[src/rtl/out_uart_pkg.sv]
// Shared types and constants for the CPU output-port UART transmitter.
package out_uart_pkg;

   typedef enum logic [1:0] {
      IDLE  = 2'd0,
      START = 2'd1,
      DATA  = 2'd2,
      STOP  = 2'd3
   } tx_state_t;

   localparam logic [7:0] EXIT_CODE = 8'hFF;
   localparam int         DATA_BITS = 8;

endpackage

[src/rtl/out_uart_tx_byte_fifo.sv]
// Byte FIFO with an extra pointer bit for full/empty; a push and a pop in the
// same cycle while full are both accepted.
module byte_fifo #(
   parameter int  FIFO_DEPTH = 8,
   localparam int AW         = $clog2(FIFO_DEPTH)
) (
   input  logic        clk,
   input  logic        reset,
   input  logic        push,
   input  logic [7:0]  din,
   input  logic        pop,
   output logic [7:0]  dout,
   output logic        full,
   output logic        empty,
   output logic [AW:0] level
);

   logic [7:0]  mem [FIFO_DEPTH];
   logic [AW:0] wr_ptr;
   logic [AW:0] rd_ptr;
   logic        do_push;
   logic        do_pop;

   assign empty   = (wr_ptr == rd_ptr);
   assign full    = (wr_ptr[AW] != rd_ptr[AW]) && (wr_ptr[AW-1:0] == rd_ptr[AW-1:0]);
   assign level   = wr_ptr - rd_ptr;
   assign do_pop  = pop & ~empty;
   assign do_push = push & (~full | do_pop);
   assign dout    = mem[rd_ptr[AW-1:0]];

   always_ff @(posedge clk or negedge reset) begin
      if (!reset) begin
         wr_ptr <= '0;
         rd_ptr <= '0;
      end else begin
         if (do_push) wr_ptr <= wr_ptr + 1'b1;
         if (do_pop)  rd_ptr <= rd_ptr + 1'b1;
      end
   end

   always_ff @(posedge clk) begin
      if (do_push) mem[wr_ptr[AW-1:0]] <= din;
   end

endmodule

[src/rtl/out_uart_tx.sv]
// Captures CPU OUT bytes into a FIFO and sends them as 8N1 UART on tx.
// Optional: OUT_UART_HALT_ON_FF_EN turns byte 0xFF into a sticky exit request.
//
// state | meaning
// IDLE  | line high, waiting for a queued byte
// START | start bit (low) for CLKS_PER_BIT cycles
// DATA  | eight data bits, LSB first
// STOP  | stop bit (high); pops the next byte on its last cycle for gapless frames
module out_uart_tx
   import out_uart_pkg::*;
#(
   parameter int  CLKS_PER_BIT = 16,
   parameter int  FIFO_DEPTH   = 8,
   localparam int LW           = $clog2(FIFO_DEPTH) + 1,
   localparam int BW           = $clog2(CLKS_PER_BIT)
) (
   input  logic          clk,
   input  logic          reset,
   input  logic [7:0]    out,
   input  logic          outOn,
   output logic          tx,
   output logic          busy,
   output logic [LW-1:0] level,
   output logic          overflow,
   output logic          exit_req
);

   tx_state_t      state_q;
   logic [BW-1:0]  baud_q;
   logic [2:0]     bit_q;
   logic [7:0]     shift_q;
   logic           outon_q;
   logic           strobe;
   logic           fifo_push;
   logic           fifo_pop;
   logic           fifo_full;
   logic           fifo_empty;
   logic [7:0]     fifo_dout;
   logic           baud_last;

   // outon_q resets high so a strobe held across reset release is not captured
   always_ff @(posedge clk or negedge reset) begin
      if (!reset) outon_q <= 1'b1;
      else        outon_q <= outOn;
   end

   assign strobe = outOn & ~outon_q;

`ifdef OUT_UART_HALT_ON_FF_EN
   logic exit_pending_q;
   logic exit_hold_q;
   logic accept;

   assign accept    = strobe & ~exit_pending_q;
   assign fifo_push = accept & (out != EXIT_CODE);
   assign exit_req  = exit_hold_q | (exit_pending_q & (level == '0) & (state_q == IDLE));

   always_ff @(posedge clk or negedge reset) begin
      if (!reset) begin
         exit_pending_q <= 1'b0;
         exit_hold_q    <= 1'b0;
      end else begin
         if (accept && (out == EXIT_CODE)) exit_pending_q <= 1'b1;
         if (exit_req) exit_hold_q <= 1'b1;
      end
   end
`else
   assign fifo_push = strobe;
   assign exit_req  = 1'b0;
`endif

   always_ff @(posedge clk or negedge reset) begin
      if (!reset)                                 overflow <= 1'b0;
      else if (fifo_push & fifo_full & ~fifo_pop) overflow <= 1'b1;
   end

   byte_fifo #(.FIFO_DEPTH(FIFO_DEPTH)) u_fifo (
      .clk   (clk),
      .reset (reset),
      .push  (fifo_push),
      .din   (out),
      .pop   (fifo_pop),
      .dout  (fifo_dout),
      .full  (fifo_full),
      .empty (fifo_empty),
      .level (level)
   );

   assign baud_last = (baud_q == BW'(CLKS_PER_BIT - 1));
   assign fifo_pop  = ~fifo_empty & ((state_q == IDLE) | ((state_q == STOP) & baud_last));
   assign busy      = (state_q != IDLE) | (level != '0);

   always_ff @(posedge clk or negedge reset) begin
      if (!reset) begin
         state_q <= IDLE;
         baud_q  <= '0;
         bit_q   <= '0;
         shift_q <= '0;
         tx      <= 1'b1;
      end else begin
         case (state_q)
            IDLE: begin
               if (!fifo_empty) begin
                  shift_q <= fifo_dout;
                  state_q <= START;
                  baud_q  <= '0;
                  tx      <= 1'b0;
               end
            end
            START: begin
               if (baud_last) begin
                  tx      <= shift_q[0];
                  shift_q <= shift_q >> 1;
                  bit_q   <= '0;
                  baud_q  <= '0;
                  state_q <= DATA;
               end else begin
                  baud_q <= baud_q + 1'b1;
               end
            end
            DATA: begin
               if (baud_last) begin
                  baud_q <= '0;
                  if (bit_q == 3'(DATA_BITS - 1)) begin
                     tx      <= 1'b1;
                     state_q <= STOP;
                  end else begin
                     tx      <= shift_q[0];
                     shift_q <= shift_q >> 1;
                     bit_q   <= bit_q + 1'b1;
                  end
               end else begin
                  baud_q <= baud_q + 1'b1;
               end
            end
            STOP: begin
               if (baud_last) begin
                  baud_q <= '0;
                  if (!fifo_empty) begin
                     shift_q <= fifo_dout;
                     tx      <= 1'b0;
                     state_q <= START;
                  end else begin
                     state_q <= IDLE;
                  end
               end else begin
                  baud_q <= baud_q + 1'b1;
               end
            end
            default: state_q <= IDLE;
         endcase
      end
   end

endmodule

[config.mk]
export PLATFORM = sky130hd
export DESIGN_NAME = out_uart_tx
export DESIGN_NICKNAME = d
export VERILOG_FILES = /design/src/rtl/out_uart_pkg.sv /design/src/rtl/out_uart_tx_byte_fifo.sv /design/src/rtl/out_uart_tx.sv
export SDC_FILE = /design/constraint.sdc
export NUM_CORES = 1
export LEC_CHECK = 0
export CAP_MARGIN = 20
export CORE_MARGIN = 1.5
export CORE_UTILIZATION = 50
export DETAILED_ROUTE_END_ITERATION = 7
export PLACE_DENSITY = 0.68
export SYNTH_ARGS = -nofsm -noshare
export SYNTH_HDL_FRONTEND = slang
export SYNTH_SLANG_ARGS = --single-unit
[constraint.sdc]
create_clock -name clk -period 3.2 [get_ports clk]
set_input_delay 0.64 -clock clk [delete_from_list [all_inputs] [get_ports clk]]
set_output_delay 0.64 -clock clk [all_outputs]
set_load 0.01 [all_outputs]
==> impl_metrics.ini, run 1 <==
[status]
outcome = finished, final reports clean

[synth]
yosys_warnings = 0
synthFlopType = edfxtp_1
ys_ff_latch = 92
synth_cell_types = 53
async_reset_ff_frac = 0.304
avgSynthCellArea_um2 = 15.7
synth_seq_area_share = 0.635
netlist_instances = 263
synth_edf_count = 64
syn-cell-area_mm2 = 0.00414
synth_nets = 288

[critical_path]
max_stage_delay_ns = 0.55
end_kind = output pin
path_buf_inv = 1
crit_arrival_ns = 2.35
path_delay_family = buffers and inverters
required_ns = 2.56
crit_type = reg2out
crit_chain = ha_1, nor2b_1, o21ai_0, a21oi_1, o21ai_0, clkdlybuf4s50_1
startpoint_type = flop
cp_max_fo = 9
critPathSlowestCell = clkdlybuf4s50_1
crit_path_frequent_cell = o21ai_0

[die]
dieArea_mm2 = 0.00883
die_x_um = 94.0
die_h_um = 94.0
pin_count = 19
rows = 32
fp.coreArea_mm2 = 0.00785
initial_utilization = 0.527

[cells_and_area]
multi_input_area_mm2 = 0.00139
stdcell_area_mm2 = 0.00463
drive_above_1_share = 0.221
final-seq-area_mm2 = 0.00263
area_growth_pct = 12.0
n_antenna_cell = 0
instances_no_fill = 400
fin_util = 0.591
fillers = 646
nets = 318

[clocking]
clkTransAtPathRegs_ns = 0.09
root_buffer = clkbuf_8
cts_tree = built
clock-sinks = 92
cts_hold_buf = 0
clk_latency_ns = 0.36
ctsLongestPathBuffers = 2
cts_htree_levels = 3
cts_buffers = 9

[power]
max-vdd-ir-drop_v = 0.000449
p_switching_mw = 1.59
power_frac_clock = 0.169
seqPwrFrac = 0.384
p_per_area_mw_per_mm2 = 934
p_int_mw = 2.73
p_leak_nw = 1.72
p_sw_frac = 0.368
combPwrFrac = 0.446
power_mw = 4.33

[timing]
slew-limit-headroom = 0.618
hold_slack_ns = 0.473
fmax_ghz = 0.335
fin_setup_tns_ns = 0
period_share = 0.934
finalSetupViolCount = 0
rsz0062_at_grt = false
period_needed_ns = 2.99
maxSlewViolCount = 0
fin_skew_ns = 0.0107
final.setup.worst_slack_ns = 0.211
worst_slew_pin_slew_ns = 0.574
hold_violations = 0

[global_routing]
grt_pass1_wl_um = 12000
grt_pass1_vias = 2282
grt-ovfl-total = 0
track_usage = 0.188
antenna_found_initial = 0
grt_start_max_net_pins = 29

[drt]
wl_um = 7430
num_vias = 2250
first_iter_violations = 117
firstDrtPassIters = 4
viasPerCell = 5.63
drc = 0
drtAntennaViolNets = 0
wl_per_cell_um = 18.6

[worst_hold_path]
hold_path_class = reg2reg

[place]
dpl.cell_count = 383
dpl_worst_slack_ns = 0.420
io_buffers = 17
gp_congestion = 0.781
placed_cell_area_mm2 = 0.00444
dp_hpwl_um = 4890

[flow_run]
max-cap-violations = 0
==> layout make-up <==
class,instances,share of cell area
clock inverter,6,0.0119
clock buffer,10,0.0275
tap,102,0.0275
multi-input combinational,149,0.299
inverter,11,0.00891
sequential,92,0.567
timing repair buffer,30,0.0578
==> kinds of logic after synthesis <==
kind of cell    after synthesis  synth area share
flops                        92             0.635
simple gates                 44            0.0551
compound gates               47            0.0811
buf+inv                      22            0.0302
mux                          34             0.131
fa+ha+maj                    14            0.0442
xor+xnor                      9            0.0227
other cells                   1          0.000907
==> repair_timing <==
item                       in CTS  in global routing
setup endpoints to repair       0                  2
buffers inserted                0                  1
resized for setup               0                  3
==> placed cells by master, fill, tap and decap left out, types with 6 or more instances in the layout <==
cell type and n:
buf_4 13, clkbuf_8 9, clkdlybuf4s50_1 17, dfrtp_1 23
edfxtp_1 64, ha_1 13, inv_1 11, mux2_2 7
mux2i_1 10, mux4_2 15, nand2_1 8, nand3_1 6
nor2_1 9, o21ai_0 13, o21ai_1 10
==> power groups by stage <==
| stage | Sequential [mW] | Clock [mW] | Combinational [mW] |
|---|---|---|---|
| 2_1_floorplan | 1.64 | 0 | 1.45 |
| 3_3_place_gp | 1.69 | 0 | 1.87 |
| 3_5_place_dp | 1.70 | 0 | 1.91 |
| 4_1_cts | 1.68 | 0.750 | 1.93 |
| 5_1_grt | 1.69 | 0.805 | 2.13 |
| 6_report | 1.66 | 0.732 | 1.93 |
==> worst min-delay path: stages, from the launching register on <==
cell	delay (ns)
dfstp_2	0.38
nand2_1	0.04
o21ai_1	0.05
==> registers in the layout, indices dropped and copies added (netlist names) <==
register,count
u_fifo.wr_ptr,4
overflow,1
u_fifo.rd_ptr,4
u_fifo.mem,64
baud_q,4
state_q,2
tx,1
shift_q,8
outon_q,1
bit_q,3
==> per-layer routing <==
layer	GRT usage	wire, µm
met2	0.290	3540
met1	0.264	3530
met3	0.0340	212
met5	0	0
met4	0.0759	140
==> synth_stat cells, drive strengths merged (2+ instances only) <==
cell type | n | share of area
a21oi | 4 | 0.0048
o21ai | 23 | 0.028
ha | 13 | 0.039
mux2 | 9 | 0.025
dfstp | 2 | 0.013
and3 | 5 | 0.0079
a22o | 3 | 0.0064
dfrtp | 26 | 0.16
nor4 | 2 | 0.0030
nor3 | 5 | 0.0073
nand3 | 6 | 0.0073
edfxtp | 64 | 0.46
mux2i | 10 | 0.024
o22ai | 2 | 0.0030
xor2 | 5 | 0.012
xnor2 | 4 | 0.010
clkbuf | 2 | 0.0018
a41oi | 2 | 0.0042
o31ai | 2 | 0.0082
inv | 11 | 0.010
a31oi | 2 | 0.0030
nor2b | 3 | 0.0045
nand2b | 2 | 0.0030
buf | 9 | 0.018
mux4 | 15 | 0.082
a41o | 2 | 0.0051
nor2 | 9 | 0.0082
nand2 | 8 | 0.0073
and2 | 2 | 0.0030
==> path summary, 6_finish.rpt <==
| kind | from | to | slack (ns) | depth (start not counted) |
|---|---|---|---|---|
| setup / recovery | u_fifo.wr_ptr[1] | busy | 0.21 | 6 |
| hold / removal | tx | tx | 0.47 | 2 |
| setup reg to reg | state_q[0] | shift_q[5] | 0.82 | 6 |
| hold reg to reg | tx | tx | 0.47 | 2 |
| max in group asynchronous | reset | tx | 2.23 | 2 |
| min in group asynchronous | reset | overflow | 0.64 | 2 |
No activity file was read; power rests on OpenSTA's default activity.
==> inputs of run 2 (changes only) <==
--- a/config.mk
+++ b/config.mk
@@ -10,2 +10,3 @@
 export CORE_UTILIZATION = 50
+export CTS_CLUSTER_SIZE = 25
 export DETAILED_ROUTE_END_ITERATION = 7
--- a/constraint.sdc
+++ b/constraint.sdc
@@ -3,2 +3,2 @@
 set_output_delay 0.64 -clock clk [all_outputs]
-set_load 0.01 [all_outputs]
+set_load 0.02 [all_outputs]
==> run 2 against run 1 <==
  * Count of clock-buffer cells in the layout fell by 1
  * Maximum frequency fell by 0.27%
  * Final area increased by 1.4%
  * Sequential share of layout area shrank 0.82 points
  * Critical path depth shrank 1
==> impl_metrics.ini, run 2 (synthesis results as in run 1) <==
[status]
outcome = finished, final reports clean

[timing]
fmax_ghz = 0.334
period_needed_ns = 3.00
maxSlewViolCount = 0
final.setup.worst_slack_ns = 0.203
rsz0062_at_grt = false
fin_skew_ns = 0.0126
hold_slack_ns = 0.482
slew-limit-headroom = 0.586
period_share = 0.936
hold_violations = 0
fin_setup_tns_ns = 0
worst_slew_pin_slew_ns = 0.622
finalSetupViolCount = 0

[clocking]
cts_tree = built
clk_latency_ns = 0.36
cts_htree_levels = 3
cts_buffers = 9
clkTransAtPathRegs_ns = 0.10
clock-sinks = 92
root_buffer = clkbuf_8
ctsLongestPathBuffers = 2

[global_routing]
antenna_found_initial = 0
track_usage = 0.189
grt-ovfl-total = 0
grt_pass1_vias = 2289
grt_start_max_net_pins = 29
grt_pass1_wl_um = 12100

[place]
dpl_worst_slack_ns = 0.470
io_buffers = 17
gp_congestion = 0.811
dp_hpwl_um = 4850

[critical_path]
crit_arrival_ns = 2.36
r2r_setup_slack_ns = 0.77
end_kind = output pin
startpoint_type = flop
ff2ff_path_depth = 6
required_ns = 2.56
cp_max_fo = 7
crit_type = reg2out

[drt]
drtAntennaViolNets = 0
wl_per_cell_um = 18.2
drc = 0
viasPerCell = 5.64
first_iter_violations = 105
num_vias = 2279
wl_um = 7340
firstDrtPassIters = 6

[cells_and_area]
fin_util = 0.599
final_cell_mix = edfxtp_1, dfrtp_1, buf_4, mux4_2, clkdlybuf4s50_1
drive_above_1_share = 0.228
largest_reg_flops = 64
area_growth_pct = 13.6
nets = 322
layout_commonest_cell = edfxtp_1
fillers = 626
n_antenna_cell = 0

[die]
fp.coreArea_mm2 = 0.00785
rows = 32
die_h_um = 94.0
die_x_um = 94.0
initial_utilization = 0.527
pin_count = 19
dieArea_mm2 = 0.00883

[power]
p_per_area_mw_per_mm2 = 955
max-vdd-ir-drop_v = 0.000412
p_leak_nw = 1.78

[worst_hold_path]
hold_depth = 2
hold_path_class = reg2reg

[flow_run]
max-cap-violations = 0
run 2: cell types whose count changed in the layout (fill, tap and decap cells not counted), sizes merged:
cell | before | now
clkinv | 0 | 2
buf | 13 | 17
clkdlybuf4s50 | 17 | 15
dlymetal6s2s | 0 | 2
bufinv | 0 | 1
clkbuf | 10 | 9
clkinvlp | 2 | 0
run 2: power by group:
part	internal, mW	total (mW)	leakage (nW)	switching, mW
Clock	0.383	0.821	0.110	0.438
Combinational	0.938	2.00	0.743	1.06
Sequential	1.49	1.66	0.924	0.169
run 2: layout make-up:
type / instances / area (µm²) / share of cell area
clock inverters: 7 / 90.1 / 0.0192
well taps: 102 / 128 / 0.0272
clock buffers: 9 / 124 / 0.0264
flip-flops and latches: 92 / 2630 / 0.559
multi-input cells: 149 / 1390 / 0.295
repair buffers: 34 / 303 / 0.0644
inverters: 11 / 41.3 / 0.00879
run 2: timing repair:
action                     CTS  global route
gates resized for setup      0             3
setup endpoints to repair    0             2
hold buffers                 0             0
buffers inserted             0             0
run 2: worst max-delay path, stage by stage, from the launching register on:
cell and delay, ns:
dfrtp_1 0.48, inv_1 0.09, ha_1 0.23, fa_1 0.38, xnor2_1 0.18, clkdlybuf4s50_1 0.63
run 2: final timing paths:
kind | startpoint | to
min in group asynchronous | reset | baud_q[1]
setup / recovery | u_fifo.wr_ptr[0] | level[2]
max in group asynchronous | reset | tx
hold / removal | tx | tx
setup reg to reg | state_q[0] | shift_q[5]
hold reg to reg | tx | tx
run 2: per-layer routing:
layer  track usage  share of wire  up-vias  wire length (µm)
met2         0.302           0.50       48              3650
met3        0.0380          0.037       12               271
li1              -              -     1079                 -
met5             0              0        -                 0
met1         0.254           0.45     1140              3300
met4        0.0796          0.016        0               114
run 2: stage by stage:
step	power, mW	instance area (µm²)	std cells
3_5_place_dp	3.70	4480	388
6_report	4.49	4700	404
4_1_cts	4.52	4690	404
5_1_grt	4.78	4700	404
3_3_place_gp	3.66	4480	388
2_1_floorplan	3.16	4140	263
